--- src/rtl/card_select_ctrl_pkg.sv ---
// card_select_ctrl_pkg
// Shared definitions for the card selection controller: the FSM state
// encoding, board geometry, the location/data widths and the position of
// the revealed flag inside a board word.
package card_select_ctrl_pkg;

  typedef enum logic [1:0] {
    ST_IDLE    = 2'd0,
    ST_REQ     = 2'd1,
    ST_RELEASE = 2'd2
  } state_t;

  localparam int REVEALED_BIT = 5;
  localparam int BOARD_DIM    = 4;
  localparam int LOC_W        = 4;
  localparam int DATA_W       = 6;
  localparam int BOARD_SIZE   = BOARD_DIM * BOARD_DIM;

endpackage

--- src/rtl/card_select_ctrl_btn_edge.sv ---
// btn_edge
// Rising-edge detector for one debounced button level. The pulse is
// combinational so the controller acts in the same cycle the level first
// reads high; a held level produces no further pulses.
// Ports:
//   Clk   - system clock
//   Reset - synchronous, active-high; clears the level history
//   level - debounced button level
//   rise  - high for the single cycle where level goes 0 -> 1
module btn_edge (
  input  logic Clk,
  input  logic Reset,
  input  logic level,
  output logic rise
);

  logic level_q;

  always_ff @(posedge Clk) begin
    if (Reset) level_q <= 1'b0;
    else       level_q <= level;
  end

  assign rise = level & ~level_q;

endmodule

--- src/rtl/card_select_ctrl.sv ---
// card_select_ctrl
// Cursor and selection front end for the memory-card game. Keeps a shadow
// copy of the 4x4 board, moves a cursor with the direction buttons and
// issues a selection request (Select/Ack handshake) for the card under the
// cursor when it is not already revealed.
// Ports:
//   Clk, Reset            - clock, synchronous active-high reset
//   BtnU/BtnD/BtnL/BtnR   - cursor movement buttons (debounced levels)
//   BtnC                  - select button (debounced level)
//   WriteEnable/dataLoc/dataIn - board write port from gameplay_sm
//   Ack                   - gameplay_sm accepts the current selection
//   Select                - selection request
//   CardSelectLoc         - cursor location, row*4+col
//   CardSelectData        - board word captured for the current request
//   Busy                  - FSM not idle
//   Reject                - one-cycle pulse on refused / timed-out selection
//
// state      | meaning
// -----------+----------------------------------------------------
// ST_IDLE    | cursor moves, waiting for a select press
// ST_REQ     | Select high, waiting for Ack or the timeout
// ST_RELEASE | request accepted, waiting for Ack to drop
module card_select_ctrl
  import card_select_ctrl_pkg::*;
#(
  parameter int ACK_TIMEOUT = 255
) (
  input  logic              Clk,
  input  logic              Reset,
  input  logic              BtnU,
  input  logic              BtnD,
  input  logic              BtnL,
  input  logic              BtnR,
  input  logic              BtnC,
  input  logic              WriteEnable,
  input  logic [LOC_W-1:0]  dataLoc,
  input  logic [DATA_W-1:0] dataIn,
  input  logic              Ack,
  output logic              Select,
  output logic [LOC_W-1:0]  CardSelectLoc,
  output logic [DATA_W-1:0] CardSelectData,
  output logic              Busy,
  output logic              Reject
);

  logic [DATA_W-1:0] board [BOARD_SIZE];
  logic [1:0]        row, col;
  logic [7:0]        timer;
  state_t            state;
  logic              up_e, dn_e, lf_e, rt_e, c_e;
  logic [DATA_W-1:0] sel_word;

  btn_edge u_edge_u (.Clk(Clk), .Reset(Reset), .level(BtnU), .rise(up_e));
  btn_edge u_edge_d (.Clk(Clk), .Reset(Reset), .level(BtnD), .rise(dn_e));
  btn_edge u_edge_l (.Clk(Clk), .Reset(Reset), .level(BtnL), .rise(lf_e));
  btn_edge u_edge_r (.Clk(Clk), .Reset(Reset), .level(BtnR), .rise(rt_e));
  btn_edge u_edge_c (.Clk(Clk), .Reset(Reset), .level(BtnC), .rise(c_e));

  assign CardSelectLoc = {row, col};

  // Shadow board follows every write regardless of FSM state.
  always_ff @(posedge Clk) begin
    if (Reset) begin
      for (int i = 0; i < BOARD_SIZE; i++) board[i] <= '0;
    end else if (WriteEnable) begin
      board[dataLoc] <= dataIn;
    end
  end

  // A write landing on the cursor in the press cycle wins over the stored word.
  always_comb begin
    sel_word = board[CardSelectLoc];
    if (WriteEnable && (dataLoc == CardSelectLoc)) sel_word = dataIn;
  end

  always_ff @(posedge Clk) begin
    if (Reset) begin
      state          <= ST_IDLE;
      row            <= 2'd0;
      col            <= 2'd0;
      Select         <= 1'b0;
      Busy           <= 1'b0;
      Reject         <= 1'b0;
      CardSelectData <= '0;
      timer          <= 8'd0;
    end else begin
      Reject <= 1'b0;
      case (state)
        ST_IDLE: begin
          // Priority C > U > D > L > R; 2-bit row/col wrap mod 4 by themselves.
          if (c_e) begin
            if (sel_word[REVEALED_BIT]) begin
              Reject <= 1'b1;
            end else begin
              CardSelectData <= sel_word;
              Select         <= 1'b1;
              Busy           <= 1'b1;
              timer          <= 8'(ACK_TIMEOUT - 1);
              state          <= ST_REQ;
            end
          end else if (up_e) begin
            row <= row - 2'd1;
          end else if (dn_e) begin
            row <= row + 2'd1;
          end else if (lf_e) begin
            col <= col - 2'd1;
          end else if (rt_e) begin
            col <= col + 2'd1;
          end
        end
        ST_REQ: begin
          if (Ack) begin
            Select <= 1'b0;
            state  <= ST_RELEASE;
          end else if (timer == 8'd0) begin
            Select <= 1'b0;
            Busy   <= 1'b0;
            Reject <= 1'b1;
            state  <= ST_IDLE;
          end else begin
            timer <= timer - 8'd1;
          end
        end
        ST_RELEASE: begin
          if (!Ack) begin
            Busy  <= 1'b0;
            state <= ST_IDLE;
          end
        end
        default: begin
          Select <= 1'b0;
          Busy   <= 1'b0;
          state  <= ST_IDLE;
        end
      endcase
    end
  end

endmodule

--- config.mk ---
export PLATFORM = sky130hd
export DESIGN_NAME = card_select_ctrl
export DESIGN_NICKNAME = d
export VERILOG_FILES = /design/src/rtl/card_select_ctrl_pkg.sv /design/src/rtl/card_select_ctrl_btn_edge.sv /design/src/rtl/card_select_ctrl.sv
export SDC_FILE = /design/constraint.sdc
export NUM_CORES = 1
export LEC_CHECK = 0
export BUFFER_PORTS_ARGS = -buffer_cell sky130_fd_sc_hd__buf_4
export CAP_MARGIN = 30
export CORE_MARGIN = 10
export CORE_UTILIZATION = 50
export CTS_CLUSTER_DIAMETER = 60
export DETAILED_ROUTE_END_ITERATION = 10
export PLACE_DENSITY = 0.7
export SYNTH_ARGS = -nofsm -noshare
export SYNTH_HDL_FRONTEND = slang
export SYNTH_HIERARCHICAL = 1
export SYNTH_SLANG_ARGS = --single-unit
--- constraint.sdc ---
create_clock -name Clk -period 2.4 [get_ports Clk]
set_clock_uncertainty 0.05 [all_clocks]
set_input_delay 0.36 -clock Clk [delete_from_list [all_inputs] [get_ports Clk]]
set_output_delay 0.36 -clock Clk [all_outputs]
set_load 0.01 [all_outputs]
### Yosys cells after proc, flatten, opt, wreduce, memory -nomap -nowiden

Memories as Yosys holds them, arrays and structs flattened.
Cells that the tools add are included.

* register bits after elaboration: 27
* bits in writable memories: 96
* input bits: 19
* output and inout port bits: 13
* word-level logic and storage cells: 95
* memories kept: 1

Memory list
* board: depth 16, bits a word 6, rd ports 1, clocked after memory_dff 0, write ports 16, line card_select_ctrl.sv:46 `logic [DATA_W-1:0] board [BOARD_SIZE];`

* add/subtract/negate cells: 5
* equality and inequality tests: 10
* mux-type cells: 37
* bitwise operators: 15
* reductions and logical operators: 14

Operators by type and width (count)
* 2-to-1 mux 8 bit: 4
* 2-to-1 mux 2 bit: 9
* 2-to-1 mux 1 bit: 16
* case mux 8 bit (2 select lines): 1
* AND reduction 5 bit: 3
* 2-to-1 mux 6 bit: 2
* != test 2 bit (second input constant): 6
* NOT 1 bit: 10
* logical NOT 8 bit: 1
* AND reduction 4 bit: 2
* subtractor 8 x 1 -> 8 bit (second input constant): 1
* case mux 1 bit (3 select lines): 2
* case mux 2 bit (3 select lines): 1
* AND reduction 3 bit: 2
* nonzero test 2 bit: 3
* OR reduction 6 bit: 1
* AND 1 bit: 5
* adder 2 x 1 -> 2 bit (second input constant): 2
* == test 4 bit: 1
* 2-to-1 mux 4 bit: 1
* subtractor 2 x 1 -> 2 bit (second input constant): 2
* != test 3 bit (second input constant): 1
* == test 2 x 1 -> 1 bit (second input constant): 1
* == test 2 bit (second input constant): 1
* 3 further kinds: 3

### Longest topological paths before layout

* depth in word-level cells: 6
* mapped depth: 8
* depth with buffers taken out: 7

### By module

Netlist, hierarchy kept.

By module, submodules not included
* card_select_ctrl: instances 1, cells an instance 423, area an instance 5620.4 um^2, seq. area each 3323.2 um^2
* btn_edge: instances 5, cells an instance 3, area an instance 47.5 um^2, seq. area each 20.0 um^2

### Least setup slack after synthesis

Ideal clock, no wire load.

* path kind: register to register
* start: register col[0]
* end: register CardSelectData[0]
* setup time: 0.128 ns
* arrival: 2.249 ns
* data required time: 2.222 ns
* setup slack: -0.026 ns
* cell stages (with the launch flop): 8
* buffers on the path: 2
* period minus slack after synthesis: 2.426 ns
* cell sequence: dfxtp_1 > buf_4 > buf_2 > mux4_2 > mux4_2 > mux2_2 > mux2i_1 > nor2_1

* cells in the longest elaborated chain, start to end: 5
* elaborated cells on any way between the ends: 6
* classes of those cells: 1 x eq/ne; 1 x mux; 1 x bitwise; 2 x reduce/logical; 1 x memory

Ends and longest elaborated chain
* from (decl): line card_select_ctrl.sv:47 `logic [1:0] row, col;`
* from (signal assigned): line card_select_ctrl.sv:106 `col <= col - 2'd1;`
* from (signal assigned): line card_select_ctrl.sv:108 `col <= col + 2'd1;`
* branches (longest 2 deep; another with memory (16 x 6 bit))
* 2-to-1 mux 6 bit *: line card_select_ctrl.sv:73 `if (WriteEnable && (dataLoc == CardSelectLoc)) sel_word = dataIn;`
* NOT 1 bit (no source line)
* AND reduction 3 bit (no source line)
* to (signal assigned): line card_select_ctrl.sv:95 `CardSelectData <= sel_word;`
* to (decl): line card_select_ctrl.sv:41 `output logic [DATA_W-1:0] CardSelectData,`

Mark *: on every way between the ends.
A chain may end at the register's enable or synchronous reset.

### Worst setup path in the final report

* start: register col[0]
* end: register timer[3]

* cells in the longest elaborated chain, start to end: 5
* elaborated cells on any way between the ends: 6
* classes of those cells: 2 x eq/ne; 1 x mux; 2 x reduce/logical; 1 x memory

Ends and longest elaborated chain
* branches (longest 2 deep; another with memory (16 x 6 bit))
* 2-to-1 mux 6 bit *: line card_select_ctrl.sv:73
* != test 2 bit (no source line) *
* AND reduction 5 bit (no source line) *
* to (signal assigned): line card_select_ctrl.sv:98 `timer <= 8'(ACK_TIMEOUT - 1);`
* to (signal assigned): line card_select_ctrl.sv:121 `timer <= timer - 8'd1;`
* to (decl): line card_select_ctrl.sv:48 `logic [7:0] timer;`

Marked as above.

==> results by group <==
Clock network
  • Cts bufs inserted: 17
  • Root Driver: clkbuf_16
  • TritonCTS sink count: 123
  • Setup bufs post-CTS: 0
  • Clock Pin Slew Worst Setup and Hold Paths: 0.05 ns
  • Htree depth: 4
  • Post-CTS Hold Fix Bufs: 0
  • Clk buf depth: 2
  • CTS tree: built
  • Clk_lat worst skew: 0.42 ns

Die
  • Die Area: 16,450 um^2
  • Die Height: 128.2 um
  • Core Rows: 39
  • Die width: 128.2 um
  • IO Count: 32
  • Core area: 11,470 um^2
  • Initial Utilization: 51.09%

Hold path
  • Min-delay worst type: input port to flop
  • Hold Path Depth: 2

Placement
  • Detail Placement HPWL: 9402 um
  • GPL Wtd Cong: 0.8279
  • Port Buf Inserts: 30
  • Placed Cells: 614

Power
  • P_int: 4283 uW
  • P_leak: 0.002570 uW
  • Switching Fraction: 24.76%
  • Combinational share of power: 15.5%
  • Cell area power density: 817.2 nW/um^2
  • Peak supply drop: 0.6788 mV
  • Flop pwr share: 45.1%
  • P_sw: 1410 uW
  • Clock share of power: 39.4%

Logic synthesis
  • Post-Syn Nets: 459
  • Sequential area share after synthesis: 58.44%
  • Count of cell types in the netlist: 44
  • Post-synthesis cell area: 5858 um^2
  • Synth Area per Inst: 13.37 um^2
  • FF+latch count, synth: 123
  • Async SR Flop Fraction: 0%
  • Post-synth top flop: edfxtp_1
  • Post-synth top area cell: edfxtp_1
  • Synth Warn #: 6
  • EDFF count, synth: 96
  • Post-synth top area share: 49.21%
  • Syn Inst Count: 438
  • Area contributors post-synth: edfxtp_1 (49%), mux4_2 (11%), dfxtp_1 (9.2%)

STA
  • Final min period: 2.320 ns
  • Final slew viol count: 0
  • Tightest Pin Transition: 0.5772 ns
  • Setup violations, final: 0
  • Hold_ws: 0.1125 ns
  • Final worst-path cycle share: 96.65%
  • Fmax: 431.1 MHz
  • Hold Fails Final Rpt: 0
  • RSZ-0062 raised after global routing: yes
  • Rel. slew slack: 61.22%

Global route
  • Gr usage total: 17.05%
  • Largest net degree at the start of global routing: 27
  • First-pass GRT wire length: 21,250 um
  • Vias in the first global route: 3,813
  • Initial antenna violation count: 0
  • Overflow after GRT: 0

Detailed routing
  • DRT Pass-1 Iters: 5
  • WL final: 13,630 um
  • Antenna-violating nets left: 0
  • Vias: 3,773
  • Drt drc: 0
  • Drt via density: 5.841
  • WL/cell: 21.09 um
  • Initial drt markers: 434

Cells and area
  • Fraction of layout cells with a size suffix above 1: 29.03%
  • Nets@finish: 511
  • Commonest non-fill, non-tap cell in the layout: edfxtp_1
  • Final std cells w/o fill: 646
  • Layout area overhead: 18.92%
  • # diodes: 0
  • Most frequent cells in the layout: edfxtp_1 (96), and2_1 (81), buf_4 (62)

Status
  • Status: finished, final reports clean

Setup path
  • Critical Path Fanout Max: 8
  • Crit path cell chain: mux4_2 -> mux2_2 -> mux2i_2 -> mux2i_4 -> a22o_4 -> o41ai_2
  • Worst Setup Start Kind: flop
  • Element type at the critical path end: flop
  • CP arrival: 2.59 ns
  • WS Path Type: flop to flop
  • Worst reg2reg path depth: 6
  • Critical-path top delay cell: mux4_2
  • WP data required: 2.67 ns
  • Crit-path max cell delay: 0.50 ns

Run
  • Maximum Capacitance Violations: 0
-- worst max-delay path, delay by kind of cell, from the launching register on --
kind / cells / cell delay (ns)
mux: 4 / 1.16
flops: 1 / 0.41
compound gates: 2 / 0.60
-- cell type report --
| type | count | area, um^2 |
|---|---|---|
| Clock inverter | 3 | 15.01 |
| Inverter | 10 | 37.54 |
| Multi-Input combinational cell | 274 | 2302 |
| Tap cell | 143 | 178.9 |
| Fill cell | 870 | 4501 |
| Clock buffer | 29 | 500.5 |
| Timing Repair Buffer | 64 | 505.5 |
| Sequential cell | 123 | 3427 |
-- metrics by stage --
step	area, um^2	util (%)	setup slack, ns	power (uW)	setup TNS, ns
2_1_floorplan	5863	-	0.04147	3135	0
3_3_place_gp	6415	55.94	0.04861	3422	0
3_5_place_dp	6415	55.94	-0.02205	3444	-0.04385
4_1_cts	6934	60.47	0.02457	5687	0
5_1_grt	6967	60.75	-0.004327	5905	-0.004327
6_report	6967	60.75	0.08036	5693	0
-- metal layers --
metal / routed length, um / up-vias / GRT usage, %
met5: 0 / - / 0
met4: 269 / 0 / 6.755
met3: 1177 / 27 / 6.493
met2: 6410 / 174 / 25.85
met1: 5768 / 1858 / 21.55
li1: - / 1714 / -
-- cell usage after synthesis, drive strengths merged (2+ instances only) --
library cell and count:
a21oi 5, or2 4, and2 81, ha 2, mux4 29, dfxtp 27
o21ai 16, and3 2, or3 2, a21boi 2, o21a 2, nand3 7
xnor2 2, nor3 19, mux2 7, a2111oi 2, xor2 7, nor2 31
nand2b 3, o311ai 3, nor4 6, edfxtp 96, clkbuf 23, a221oi 2
o41ai 3, buf 8, nor2b 10, inv 9, mux2i 8, nand2 11
-- final timing paths --
path | start | to | slack (ns)
max | col[0]$_SDFFE_PP0P_ | timer[3]$_SDFFE_PP0P_ | 0.08
min | BtnC | u_edge_c/level_q$_SDFF_PP0_ | 0.11
max reg2reg | col[0]$_SDFFE_PP0P_ | timer[3]$_SDFFE_PP0P_ | 0.08
min reg2reg | Busy$_SDFFE_PP0P_ | Busy$_SDFFE_PP0P_ | 0.42
-- repair_timing --
action,CTS,global route
endpoints found under the setup margin,5,8
resized for setup,2,6
gates cloned,0,0
-- power groups by stage --
stage	Clock, uW	Combinational (uW)	Sequential [uW]
after floorplan	0	564	2570
after global placement	0	824	2600
after detailed placement	0	842	2600
after CTS	2270	853	2560
after global routing	2370	956	2580
final	2250	882	2560
-- state kept, by name, summed over array words and instances, names as in the netlist --
signal            count
row                   2
u_edge_c/level_q      1
Reject                1
CardSelectData        5
Select                1
u_edge_r/level_q      1
col                   2
state                 2
Busy                  1
u_edge_d/level_q      1
timer                 8
u_edge_l/level_q      1
board                96
u_edge_u/level_q      1
-- cells by family (layout without fill, tap and decap cells) --
kind of cell    Yosys count  after routing  synth area share (%)
compound gates           40             40                 5.062
xor+xnor                  9              9                 1.346
fa+ha+maj                 2              2                0.4271
buf+inv                  41            106                 2.841
flops                   123            123                 58.44
mux                      44             44                 13.86
other cells               1              1               0.06401
simple gates            178            178                 17.96
(Power assumes the default switching activity.)
